==> src/rtl/add_sub_pkg.sv <==
// ---------------------------------------------------------------------------
// add_sub_pkg
// Shared definitions for the add/subtract arbiter:
//   - state_t    : controller state encoding (IDLE, CALC, FIX, RESP)
//   - SEG_*      : active-low 7-segment constants (segment order g..a)
//   - hex_to_seg : 4-bit value to active-low 7-segment hex pattern
// ---------------------------------------------------------------------------
package add_sub_pkg;

   typedef enum logic [1:0] {
      IDLE = 2'd0,
      CALC = 2'd1,
      FIX  = 2'd2,
      RESP = 2'd3
   } state_t;

   localparam logic [6:0] SEG_BLANK = 7'b1111111;
   localparam logic [6:0] SEG_MINUS = 7'b0111111;
   localparam logic [6:0] SEG_ONE   = 7'b1111001;

   function automatic logic [6:0] hex_to_seg(input logic [3:0] h);
      logic [6:0] s;
      case (h)
         4'h0:    s = 7'b1000000;
         4'h1:    s = 7'b1111001;
         4'h2:    s = 7'b0100100;
         4'h3:    s = 7'b0110000;
         4'h4:    s = 7'b0011001;
         4'h5:    s = 7'b0010010;
         4'h6:    s = 7'b0000010;
         4'h7:    s = 7'b1111000;
         4'h8:    s = 7'b0000000;
         4'h9:    s = 7'b0010000;
         4'hA:    s = 7'b0001000;
         4'hB:    s = 7'b0000011;
         4'hC:    s = 7'b1000110;
         4'hD:    s = 7'b0100001;
         4'hE:    s = 7'b0000110;
         default: s = 7'b0001110;
      endcase
      return s;
   endfunction

endpackage

==> src/rtl/add_sub_arbiter_serial.sv <==
// ---------------------------------------------------------------------------
// add_sub_serial
// One-bit full adder with a carry flop and a WIDTH-bit result shift register.
// Sum bits enter at the MSB and shift right, so after WIDTH LSB-first steps
// the first bit computed sits at sum_q[0].
//   clk, rst   : clock, asynchronous active-high reset
//   load       : start a new operation (clear sum, preset carry)
//   carry_init : carry preset value (1 for subtract, giving the +1 of ~b+1)
//   a_bit      : current operand A bit
//   b_bit      : current operand B bit, already inverted for subtract
//   sum_q      : shifted-in result bits
//   carry_q    : running carry; after WIDTH steps, the final carry out
// ---------------------------------------------------------------------------
module add_sub_serial #(
   parameter int WIDTH = 4
) (
   input  logic             clk,
   input  logic             rst,
   input  logic             load,
   input  logic             carry_init,
   input  logic             a_bit,
   input  logic             b_bit,
   output logic [WIDTH-1:0] sum_q,
   output logic             carry_q
);

   logic sum_bit;
   logic carry_d;

   always_comb begin
      sum_bit = a_bit ^ b_bit ^ carry_q;
      carry_d = (a_bit & b_bit) | (a_bit & carry_q) | (b_bit & carry_q);
   end

   // Shifts every cycle it is not loading; the controller only samples the
   // result in FIX, exactly WIDTH steps after the load.
   always_ff @(posedge clk or posedge rst) begin
      if (rst) begin
         sum_q   <= '0;
         carry_q <= 1'b0;
      end else if (load) begin
         sum_q   <= '0;
         carry_q <= carry_init;
      end else begin
         sum_q   <= {sum_bit, sum_q[WIDTH-1:1]};
         carry_q <= carry_d;
      end
   end

endmodule

==> src/rtl/add_sub_arbiter.sv <==
// ---------------------------------------------------------------------------
// add_sub_arbiter
// Round-robin shares one bit-serial add/subtract datapath between two
// requesters and returns a sign-magnitude result tagged with the requester id.
//
// Handshake rule (all channels): a transfer happens on a rising clk edge where
// valid and ready are both 1. Requesters hold valid and operands stable until
// ready; rsp_* are held stable while rsp_valid=1 and rsp_ready=0.
//
// Ports:
//   clk, rst                  : clock, asynchronous active-high reset
//   reqN_valid/ready          : request handshake, N = 0/1
//   reqN_a, reqN_b            : unsigned operands
//   reqN_sub                  : 1 = A-B, 0 = A+B
//   rsp_valid/ready           : response handshake
//   rsp_id                    : requester that issued the op
//   rsp_mag, rsp_neg          : sign-magnitude result
//   rsp_carry                 : unsigned add overflow (0 for subtract)
//   busy                      : controller not in IDLE
//   seg_mag, seg_sign         : 7-segment patterns, only when ADD_SUB_ARB_SEG_EN
//                               is defined
// Timing: accept edge, WIDTH CALC cycles, one FIX cycle, then RESP.
// ---------------------------------------------------------------------------
module add_sub_arbiter
   import add_sub_pkg::*;
#(
   parameter int WIDTH = 4
) (
   input  logic             clk,
   input  logic             rst,
   input  logic             req0_valid,
   output logic             req0_ready,
   input  logic [WIDTH-1:0] req0_a,
   input  logic [WIDTH-1:0] req0_b,
   input  logic             req0_sub,
   input  logic             req1_valid,
   output logic             req1_ready,
   input  logic [WIDTH-1:0] req1_a,
   input  logic [WIDTH-1:0] req1_b,
   input  logic             req1_sub,
   output logic             rsp_valid,
   input  logic             rsp_ready,
   output logic             rsp_id,
   output logic [WIDTH-1:0] rsp_mag,
   output logic             rsp_neg,
   output logic             rsp_carry,
   output logic             busy
`ifdef ADD_SUB_ARB_SEG_EN
   ,
   output logic [6:0]       seg_mag,
   output logic [6:0]       seg_sign
`endif
);

   localparam int CNT_W = $clog2(WIDTH);
   localparam logic [CNT_W-1:0] CNT_LAST = CNT_W'(WIDTH - 1);

   state_t           state_q;
   logic [CNT_W-1:0] cnt_q;
   logic [WIDTH-1:0] a_q;
   logic [WIDTH-1:0] b_q;
   logic             sub_q;
   logic             id_q;
   logic             last_served_q;

   logic             rsp_valid_q;
   logic             rsp_id_q;
   logic [WIDTH-1:0] rsp_mag_q;
   logic             rsp_neg_q;
   logic             rsp_carry_q;

   logic             grant;
   logic             accept;
   logic [WIDTH-1:0] sel_a;
   logic [WIDTH-1:0] sel_b;
   logic             sel_sub;

   logic [WIDTH-1:0] sum_w;
   logic             carry_w;
   logic [WIDTH-1:0] mag_d;
   logic             neg_d;
   logic             carry_d;

   // Grant: a lone requester wins; on a tie the one not served last wins.
   always_comb begin
      grant = 1'b0;
      if (req1_valid && (!req0_valid || !last_served_q)) grant = 1'b1;
   end

   assign req0_ready = (state_q == IDLE) && !grant;
   assign req1_ready = (state_q == IDLE) &&  grant;
   assign accept     = (req0_valid && req0_ready) || (req1_valid && req1_ready);

   assign sel_a   = grant ? req1_a   : req0_a;
   assign sel_b   = grant ? req1_b   : req0_b;
   assign sel_sub = grant ? req1_sub : req0_sub;

   // Operand B is kept true; inversion for subtract happens bit by bit here.
   add_sub_serial #(.WIDTH(WIDTH)) u_serial (
      .clk        (clk),
      .rst        (rst),
      .load       (accept),
      .carry_init (sel_sub),
      .a_bit      (a_q[cnt_q]),
      .b_bit      (b_q[cnt_q] ^ sub_q),
      .sum_q      (sum_w),
      .carry_q    (carry_w)
   );

   // Sign-magnitude fix-up: a borrow (carry=0) on subtract means A<B, so the
   // two's-complement result is negated.
   always_comb begin
      mag_d   = sum_w;
      neg_d   = 1'b0;
      carry_d = 1'b0;
      if (!sub_q) begin
         carry_d = carry_w;
      end else if (!carry_w) begin
         mag_d = (~sum_w) + {{(WIDTH-1){1'b0}}, 1'b1};
         neg_d = 1'b1;
      end
   end

`ifdef ADD_SUB_ARB_SEG_EN
   logic [3:0] nib_d;
   logic [6:0] seg_mag_q;
   logic [6:0] seg_sign_q;
   assign nib_d = 4'(mag_d);
`endif

   always_ff @(posedge clk or posedge rst) begin
      if (rst) begin
         state_q       <= IDLE;
         cnt_q         <= '0;
         a_q           <= '0;
         b_q           <= '0;
         sub_q         <= 1'b0;
         id_q          <= 1'b0;
         last_served_q <= 1'b1;
         rsp_valid_q   <= 1'b0;
         rsp_id_q      <= 1'b0;
         rsp_mag_q     <= '0;
         rsp_neg_q     <= 1'b0;
         rsp_carry_q   <= 1'b0;
`ifdef ADD_SUB_ARB_SEG_EN
         seg_mag_q     <= SEG_BLANK;
         seg_sign_q    <= SEG_BLANK;
`endif
      end else begin
         case (state_q)
            IDLE: begin
               if (accept) begin
                  a_q           <= sel_a;
                  b_q           <= sel_b;
                  sub_q         <= sel_sub;
                  id_q          <= grant;
                  last_served_q <= grant;
                  cnt_q         <= '0;
                  state_q       <= CALC;
               end
            end
            CALC: begin
               cnt_q <= cnt_q + 1'b1;
               if (cnt_q == CNT_LAST) state_q <= FIX;
            end
            FIX: begin
               rsp_valid_q <= 1'b1;
               rsp_id_q    <= id_q;
               rsp_mag_q   <= mag_d;
               rsp_neg_q   <= neg_d;
               rsp_carry_q <= carry_d;
`ifdef ADD_SUB_ARB_SEG_EN
               seg_mag_q   <= hex_to_seg(nib_d);
               seg_sign_q  <= neg_d ? SEG_MINUS : (carry_d ? SEG_ONE : SEG_BLANK);
`endif
               state_q     <= RESP;
            end
            RESP: begin
               if (rsp_ready) begin
                  rsp_valid_q <= 1'b0;
                  state_q     <= IDLE;
               end
            end
            default: state_q <= IDLE;
         endcase
      end
   end

   assign rsp_valid = rsp_valid_q;
   assign rsp_id    = rsp_id_q;
   assign rsp_mag   = rsp_mag_q;
   assign rsp_neg   = rsp_neg_q;
   assign rsp_carry = rsp_carry_q;
   assign busy      = (state_q != IDLE);

`ifdef ADD_SUB_ARB_SEG_EN
   assign seg_mag  = seg_mag_q;
   assign seg_sign = seg_sign_q;
`endif

endmodule

==> config.mk <==
export PLATFORM = sky130hd
export DESIGN_NAME = add_sub_arbiter
export DESIGN_NICKNAME = d
export VERILOG_FILES = /design/src/rtl/add_sub_pkg.sv /design/src/rtl/add_sub_arbiter_serial.sv /design/src/rtl/add_sub_arbiter.sv
export SDC_FILE = /design/constraint.sdc
export NUM_CORES = 1
export LEC_CHECK = 0
export ABC_AREA = 1
export ABC_CLOCK_PERIOD_IN_PS = 2800
export CAP_MARGIN = 5
export CORE_MARGIN = 4
export CORE_UTILIZATION = 25
export CTS_CLUSTER_SIZE = 40
export DETAILED_ROUTE_END_ITERATION = 6
export PLACE_DENSITY = 0.42
export SETUP_SLACK_MARGIN = 0.15
export SLEW_MARGIN = 30
export SYNTH_ARGS = -nofsm -noshare
export SYNTH_HDL_FRONTEND = slang
export SYNTH_SLANG_ARGS = --single-unit
export TNS_END_PERCENT = 50
==> constraint.sdc <==
create_clock -name clk -period 2.8 [get_ports clk]
set_clock_uncertainty 0.1 [all_clocks]
set_input_delay 0.56 -clock clk [delete_from_list [all_inputs] [get_ports clk]]
set_output_delay 0.56 -clock clk [all_outputs]
set_load 0.03 [all_outputs]
Word level (Yosys, flattened, before mapping)

Cells that the tools add are included.

Logic and storage cells: 74
Bits of input ports: 23
Register bits after elaboration: 28
Output and inout port bits: 11

Add/sub/neg operators: 2
Bitwise operators: 9
Mux-type cells: 23
Eq/ne operators: 7
Reductions and logical operators: 18
$lt $le $gt $ge: 1

Operators with widths:

| kind                  | count |
|---|---|
| $mux W4               | 5 |
| $mux W1               | 9 |
| $mux W2               | 4 |
| $pmux W2 S4           | 1 |
| $eq A2 B2 Y1 const B  | 3 |
| $ne A2 B2 Y1 const B  | 3 |
| $reduce_and A2 Y1     | 3 |
| $reduce_bool A2 Y1    | 3 |
| $logic_and A1 B1 Y1   | 5 |
| $add A4 B1 Y4 const B | 1 |
| $bmux W1 S2           | 2 |
| $not A4 Y4            | 1 |
| $pmux W2 S2           | 1 |
| $and A1 B1 Y1         | 3 |
| $logic_not A1 Y1      | 3 |
| $lt A2 B3 Y1 const B  | 1 |
| $reduce_and A3 Y1     | 1 |
| $xor A1 B1 Y1         | 3 |
| $add A2 B1 Y2 const B | 1 |
| $eq A2 B1 Y1 const B  | 1 |
| $logic_not A2 Y1      | 1 |
| $logic_or A1 B1 Y1    | 2 |
| $or A1 B1 Y1          | 2 |
| $pmux W1 S2           | 1 |

Logic depth before layout (Yosys ltp)

Gate-level depths: netlist (run 1).

Depth after elaboration: 10
Mapped depth: 9
Depth with buffers taken out: 9

Modules after synthesis

From an unflattened synthesis (run 1), not the netlist that was laid out.

Cells, all modules: 190
Area total of the unflattened synthesis: 1508.9 um^2

Modules (own cells, without submodules):

| module          | instances | cells each | area an instance (um^2) | seq. area each (um^2) |
|---|---|---|---|---|
| add_sub_arbiter | 1         | 171        | 1315.0                  | 576.8 |
| add_sub_serial  | 1         | 19         | 193.9                   | 125.1 |

Worst setup path before layout (run 1)

No wires, ideal clock.

Path kind: register -> output
From: register state_q[0]
To: output req0_ready
Path slack: 0.834 ns
Arrival time: 1.306 ns
Buffers on the path: 0
Required time: 2.140 ns
Cell stages (with the launch flop): 5
Path through: dfrtp_1 -> inv_1 -> ha_1 -> inv_2 -> a21oi_1

Cells in the longest elaborated chain, start to end: 2

RTL lines:

| item                   | line                   | source |
|---|---|---|
| from (decl)            | add_sub_arbiter.sv:58  | `state_t state_q;` |
| from (signal assigned) | add_sub_arbiter.sv:133 | `state_q <= IDLE;` |
| from (signal assigned) | add_sub_arbiter.sv:159 | `state_q <= CALC;` |
| from (signal assigned) | add_sub_arbiter.sv:164 | `if (cnt_q == CNT_LAST) state_q <= FIX;` |
| $logic_not A2 Y1       | add_sub_arbiter.sv:90  | `assign req0_ready = (state_q == IDLE) && !grant;` |
| $logic_and A1 B1 Y1    | add_sub_arbiter.sv:90  |  |
| to (decl)              | add_sub_arbiter.sv:32  | `output logic req0_ready,` |

No other way between the ends.

Worst setup path after layout (run 1)

From: register state_q[0]
To: output busy

Cells in the longest elaborated chain, start to end: 1

RTL lines:

| item               | line                   | source |
|---|---|---|
| $reduce_bool A2 Y1 | add_sub_arbiter.sv:194 | `assign busy = (state_q != IDLE);` |
| to (decl)          | add_sub_arbiter.sv:47  | `output logic busy` |

No other way between the ends.

==> flow_summary.json, run 1 <==
{
  "numCtsBuffers": 3,
  "max_freq_mhz": 397.4,
  "max_slew_margin_pct": 70.95,
  "power.density_mw_per_mm2": 1038,
  "synth_compound_area_share_pct": 11.87,
  "grt_pass1_vias": 1201,
  "path_clk_slew_ns": 0.10,
  "ys_seq_area_share_pct": 47.91,
  "rsz0062_at_grt": "false",
  "yosys.area.top_type": "dfrtp_1",
  "antenna_found_initial": 0,
  "synthesis.instances": 183,
  "p_total_w": 0.001991,
  "drive_gt1_share_pct": 5.530,
  "p_leak_nw": 0.9694,
  "final-seq-area_um2": 701.9,
  "ys_types": 17,
  "synth_area_leaders": "dfrtp_1 46%, nand2_1 16%, inv_1 6.9%",
  "post-route-min-period_ns": 2.516,
  "worst-slew-pin-transition_ns": 0.4348,
  "whs_path_depth": 2,
  "crit_path_start_kind": "register",
  "hold_class": "reg -> reg",
  "stdcell_area_mm2": 0.001918,
  "setup_viol": 0,
  "status": "finished clean",
  "core_area_mm2": 0.005608,
  "slew_violations": 0,
  "fp-row-count": 27,
  "synth_top_area_share_pct": 46.11,
  "area_growth_pct": 30.91,
  "ant_nets": 0,
  "boundaryPins": 34,
  "cts_root_buffer": "clkbuf_8",
  "whs_ns": 0.3804,
  "gp_congestion": 0.6715,
  "drc": 0,
  "synth_seq_cells": 28,
  "cts_max_level": 1,
  "synthMuxAreaShare_pct": 0,
  "overflow": 0,
  "grt_pass1_wl_um": 5382,
  "post_dp_cell_area_mm2": 0.001861,
  "syn-num-nets": 214,
  "dp_hpwl_um": 2321,
  "crit_required_ns": 2.14,
  "synthAdderAreaFrac_pct": 7.344,
  "cpPeakStageDelay_ns": 0.69,
  "multi_input_area_um2": 613.1,
  "path_cells": "inv_1, ha_1, inv_2, clkdlybuf4s50_1",
  "yosys.area_share.simple_pct": 22.63,
  "timing.rr.start": "state_q[0]",
  "grt_max_degree": 29,
  "arrival_ns": 1.86,
  "hold_start": "a_q[2]",
  "io_buffers": 33,
  "fin_setup_tns_ns": 0,
  "die_area_mm2": 0.007150,
  "vias": 1175,
  "slowest_stage": "clkdlybuf4s50_1",
  "place_ws_ns": 0.2105,
  "min_period_over_period_pct": 89.86,
  "dieWidth_um": 84.56,
  "drt_first_pass_iters": 4,
  "synth_xor_area_share_pct": 0,
  "cts.hold.buffers_added": 0,
  "ff2ff_path_depth": 7,
  "die_h_um": 84.56,
  "cts_max_path_buffers": 2,
  "clk_latency_ns": 0.27,
  "min_to": "a_q[2]",
  "ir_worst_vdd_v": 0.0003582,
  "max-cap-violations": 0,
  "wire_per_inst_um": 10.40,
  "drtIter0Drc": 29,
  "diodes": 0,
  "finalHoldViolCount": 0,
  "syn_area_per_cell_um2": 8.006,
  "r2r-end": "b_q[0]",
  "nNetsFinal": 249,
  "wirelength_um": 3005,
  "start_util_pct": 26.13,
  "nFillCells": 637,
  "syn_area_mm2": 0.001465,
  "cp-end-kind": "primary output",
  "synth_top_family_by_area": "simple AND/OR/NAND/NOR gates",
  "crit_path_max_fanout": 6,
  "clock_sinks": 28,
  "yosys_warnings": 0,
  "setup_ws_ns": 0.2839,
  "grt_util_all_layers_pct": 9.200,
  "cts_tree": "done",
  "drt-vias-per-instance": 4.066,
  "r2r_slack_ns": 1.00,
  "critical_path_class": "reg -> out"
}
[layout by cell type (no fill, tap or decap), drive strengths merged]
master	n
o31ai	1
a21oi	4
dlymetal6s2s	1
nor2	13
ha	7
inv	30
o21ai	11
buf	3
o211ai	9
clkdlybuf4s50	31
dfrtp	27
clkbuf	4
nand2	62
fa	1
dfstp	1
nand3	10
o22ai	2
[repair_timing]
action	CTS	global route
gates resized for setup	0	1
setup endpoints to repair	0	1
buffers inserted	0	0
[critical path, delay by kind of cell, from the launching register on]
family                   cells  cell delay [ns]
adder cells (fa/ha/maj)      1             0.25
buffers and inverters        3             0.91
flip-flops                   1             0.41
[where the power goes]
| part | leakage, nW | internal (W) | total [W] | switching (W) |
|---|---|---|---|---|
| Clock | 0.0288 | 0.000126 | 0.000254 | 0.000128 |
| Combinational | 0.595 | 0.000399 | 0.00101 | 0.000613 |
| Sequential | 0.345 | 0.000603 | 0.000726 | 0.000123 |
[state kept, by name, summed over array words and instances (netlist names)]
register          count
b_q                   4
state_q               2
rsp_id                1
rsp_valid             1
rsp_mag               4
id_q                  1
rsp_neg               1
u_serial.carry_q      1
rsp_carry             1
u_serial.sum_q        4
sub_q                 1
a_q                   4
cnt_q                 2
last_served_q         1
[cell families (layout without fill, tap and decap cells)]
group                      count (synthesis)  count (layout)
and+or+nand+nor                           85              85
buffers and inverters                     35              69
DFF                                       28              28
AOI/OAI and AO/OA                         27              27
adders and majority gates                  8               8
[worst max-delay path by stage]
stage	endpoint	startpoint	slack [ns]	cells past startpoint
floorplan	req0_ready	state_q[0]	0.83	4
global placement	req0_ready	req0_valid	0.20	4
detailed placement	req0_ready	req0_valid	0.21	4
CTS	req0_ready	state_q[0]	0.17	5
global route	busy	state_q[0]	0.19	4
finish	busy	state_q[0]	0.28	4
[per-stage QoR]
stage | utilization [%] | cells
2_1_floorplan | - | 183
3_3_place_gp | 33.18 | 285
3_5_place_dp | 33.18 | 285
4_1_cts | 34.16 | 289
5_1_grt | 34.20 | 289
6_report | 34.20 | 289
[metal layers]
| layer | global-route usage, % | wire [µm] |
|---|---|---|
| met2 | 14.88 | 1292 |
| met4 | 3.453 | 51 |
| met1 | 12.09 | 1476 |
| met5 | 0 | 0 |
| met3 | 1.865 | 184 |
[cell usage after synthesis]
cell type and instances:
dfstp_2 1, o211ai_1 9, nand3_1 10, buf_2 3, a21oi_1 3, inv_1 27, o21ai_0 11, nand2_1 62
inv_2 3, ha_1 7, buf_6 2, fa_1 1, o31ai_1 1, o22ai_1 2, dfrtp_1 27, nor2_1 13
a21oi_4 1
[layout make-up]
| class | instances | area share [%] |
|---|---|---|
| Sequential cell | 28 | 36.59 |
| Multi-Input combinational cell | 120 | 31.96 |
| Timing Repair Buffer | 35 | 18.00 |
| Inverter | 30 | 5.871 |
| Tap cell | 72 | 4.697 |
| Clock buffer | 4 | 2.870 |
No activity file was read; power rests on OpenSTA's default activity.
==> run 2, diff against run 1 <==
PLACE_DENSITY = not set   (was 0.42)
==> run 2 against run 1 <==
  * Critical path depth is the same
  * Sequential cell count is the same
  * Final area grew 0.39%
  * Critical endpoint unchanged
  * Largest power group unchanged
  * Highest routed layer unchanged
==> flow_summary.json, run 2 (synthesized netlist as in run 1, its figures left out) <==
{
  "status": "finished clean",
  "grt_pass1_vias": 1154,
  "crit_buf_inv": 3,
  "clk_latency_ns": 0.28,
  "hold_class": "reg -> reg",
  "busiest_layer": "met2",
  "boundaryPins": 34,
  "overflow": 0,
  "p_int_w": 0.001127,
  "die_area_mm2": 0.007150,
  "nNetsFinal": 250,
  "power.share.sequential_pct": 36.6,
  "setup_ws_ns": 0.2850,
  "max_slew_margin_pct": 71.44,
  "dieWidth_um": 84.56,
  "finalHoldViolCount": 0,
  "comb_power_share_pct": 50.8,
  "vias": 1203,
  "critical_path_class": "reg -> out",
  "crit_family": "buffers and inverters",
  "p_total_w": 0.001992,
  "final_common_cell": "nand2_1",
  "arrival_ns": 1.86,
  "io_buffers": 33,
  "nFillCells": 628,
  "core_area_mm2": 0.005608,
  "fp-row-count": 27,
  "ir_worst_vdd_v": 0.0004477,
  "diodes": 0,
  "drt-vias-per-instance": 4.148,
  "place_ws_ns": 0.2166,
  "drtIter0Drc": 40,
  "power.density_mw_per_mm2": 1034,
  "drc": 0,
  "numCtsBuffers": 3,
  "cts_tree": "done",
  "grt_util_all_layers_pct": 8.823,
  "cts_max_level": 1,
  "p_clk_share_pct": 12.6,
  "crit_cells": 4,
  "start_util_pct": 26.13,
  "rsz0062_at_grt": "false",
  "cp-end-kind": "primary output",
  "post_dp_cell_area_mm2": 0.001868,
  "grt_pass1_wl_um": 5175,
  "clock_sinks": 28,
  "drive_gt1_share_pct": 5.963,
  "ff2ff_path_depth": 7,
  "cpPeakStageDelay_ns": 0.69,
  "fin_setup_tns_ns": 0,
  "max_freq_mhz": 397.6,
  "slew_violations": 0,
  "switchingPower_w": 0.0008644,
  "whs_path_depth": 2,
  "area_growth_pct": 31.43,
  "worst-slew-pin-transition_ns": 0.4275,
  "stdcell_area_mm2": 0.001926,
  "cts_max_path_buffers": 2,
  "slowest_stage": "clkdlybuf4s50_1",
  "dp_hpwl_um": 2291,
  "drt_first_pass_iters": 4,
  "cts_root_buffer": "clkbuf_8",
  "die_h_um": 84.56,
  "wirelength_um": 2911,
  "crit_path_max_fanout": 6,
  "met2_usage_pct": 13.74,
  "post-route-min-period_ns": 2.515,
  "antenna_found_initial": 0,
  "p_leak_nw": 0.9742,
  "grtUsageMet3_pct": 2.159,
  "wire_per_inst_um": 10.04,
  "grt_max_degree": 21,
  "setup_viol": 0,
  "p_sw_share_pct": 43.40,
  "ant_nets": 0,
  "path_cells": "inv_1, ha_1, inv_2, clkdlybuf4s50_1",
  "mostFrequentLayoutCells": "62 x nand2_1, 31 x clkdlybuf4s50_1, 27 x inv_1, 27 x dfrtp_1, 13 x nor2_1",
  "gp_congestion": 0.7835,
  "crit_required_ns": 2.14,
  "cts.hold.buffers_added": 0,
  "crit_path_start_kind": "register",
  "max-cap-violations": 0,
  "path_clk_slew_ns": 0.09,
  "min_period_over_period_pct": 89.82,
  "grtUsageMet1_pct": 11.77
}
-- run 2: cell types whose count changed in the layout (fill, tap and decap cells not counted), sizes merged --
| cell | change |
|---|---|
| buf | +1 |
-- run 2: metrics by stage --
step / utilization (%) / std cells / hold WS [ns]
after floorplan: - / 183 / 0.3439
after global placement: 33.31 / 286 / 0.3639
after detailed placement: 33.31 / 286 / 0.3627
after CTS: 34.29 / 290 / 0.3881
after global routing: 34.34 / 290 / 0.4107
final: 34.34 / 290 / 0.3846
-- run 2: tightest hold or removal path, cell delays in order, from the launching register on --
cell	delay [ns]
dfrtp_1	0.35
nand2_1	0.05
nand2_1	0.05
-- run 2: final timing paths --
check,startpoint,end,slack [ns]
worst max-delay path,state_q[0],busy,0.28
worst max register to register,state_q[0],u_serial.carry_q,1.00
min in group asynchronous,rst,rsp_id,0.42
max in group asynchronous,rst,last_served_q,1.61
worst min register to register,a_q[1],a_q[1],0.38
worst min-delay path,a_q[1],a_q[1],0.38
-- run 2: per-layer routing --
layer	wire length, µm	part of all wire, %
met3	205	7.0
met1	1473	51
met5	0	0
met4	46	1.6
met2	1185	41
-- run 2: layout make-up --
class / instances / area (µm²) / share of cell area [%]
repair buffers: 36 / 352.8 / 18.32
inverters: 30 / 112.6 / 5.848
clock buffers: 4 / 55.05 / 2.859
well taps: 72 / 90.09 / 4.678
multi-input cells: 120 / 613.1 / 31.84
flip-flops and latches: 28 / 701.9 / 36.45
-- run 2: what timing repair did --
item,4_1_cts,5_1_grt
setup buffers,0,0
resized for setup,0,1
endpoints found under the setup margin,0,1
-- run 2: power groups by stage --
stage / clock network [W] / registers [W] / logic, W
final: 0.000251 / 0.000729 / 0.00101
after global routing: 0.000280 / 0.000763 / 0.00115
after CTS: 0.000263 / 0.000733 / 0.00103
after detailed placement: 0 / 0.000741 / 0.00103
after global placement: 0 / 0.000732 / 0.00101
after floorplan: 0 / 0.000805 / 0.000668
==> run 3, diff against run 2 <==
CTS_CLUSTER_SIZE = 28   (was 40)
==> results of run 3 <==
Same layout as run 2: the final DEF is identical, and so are final timing and power.
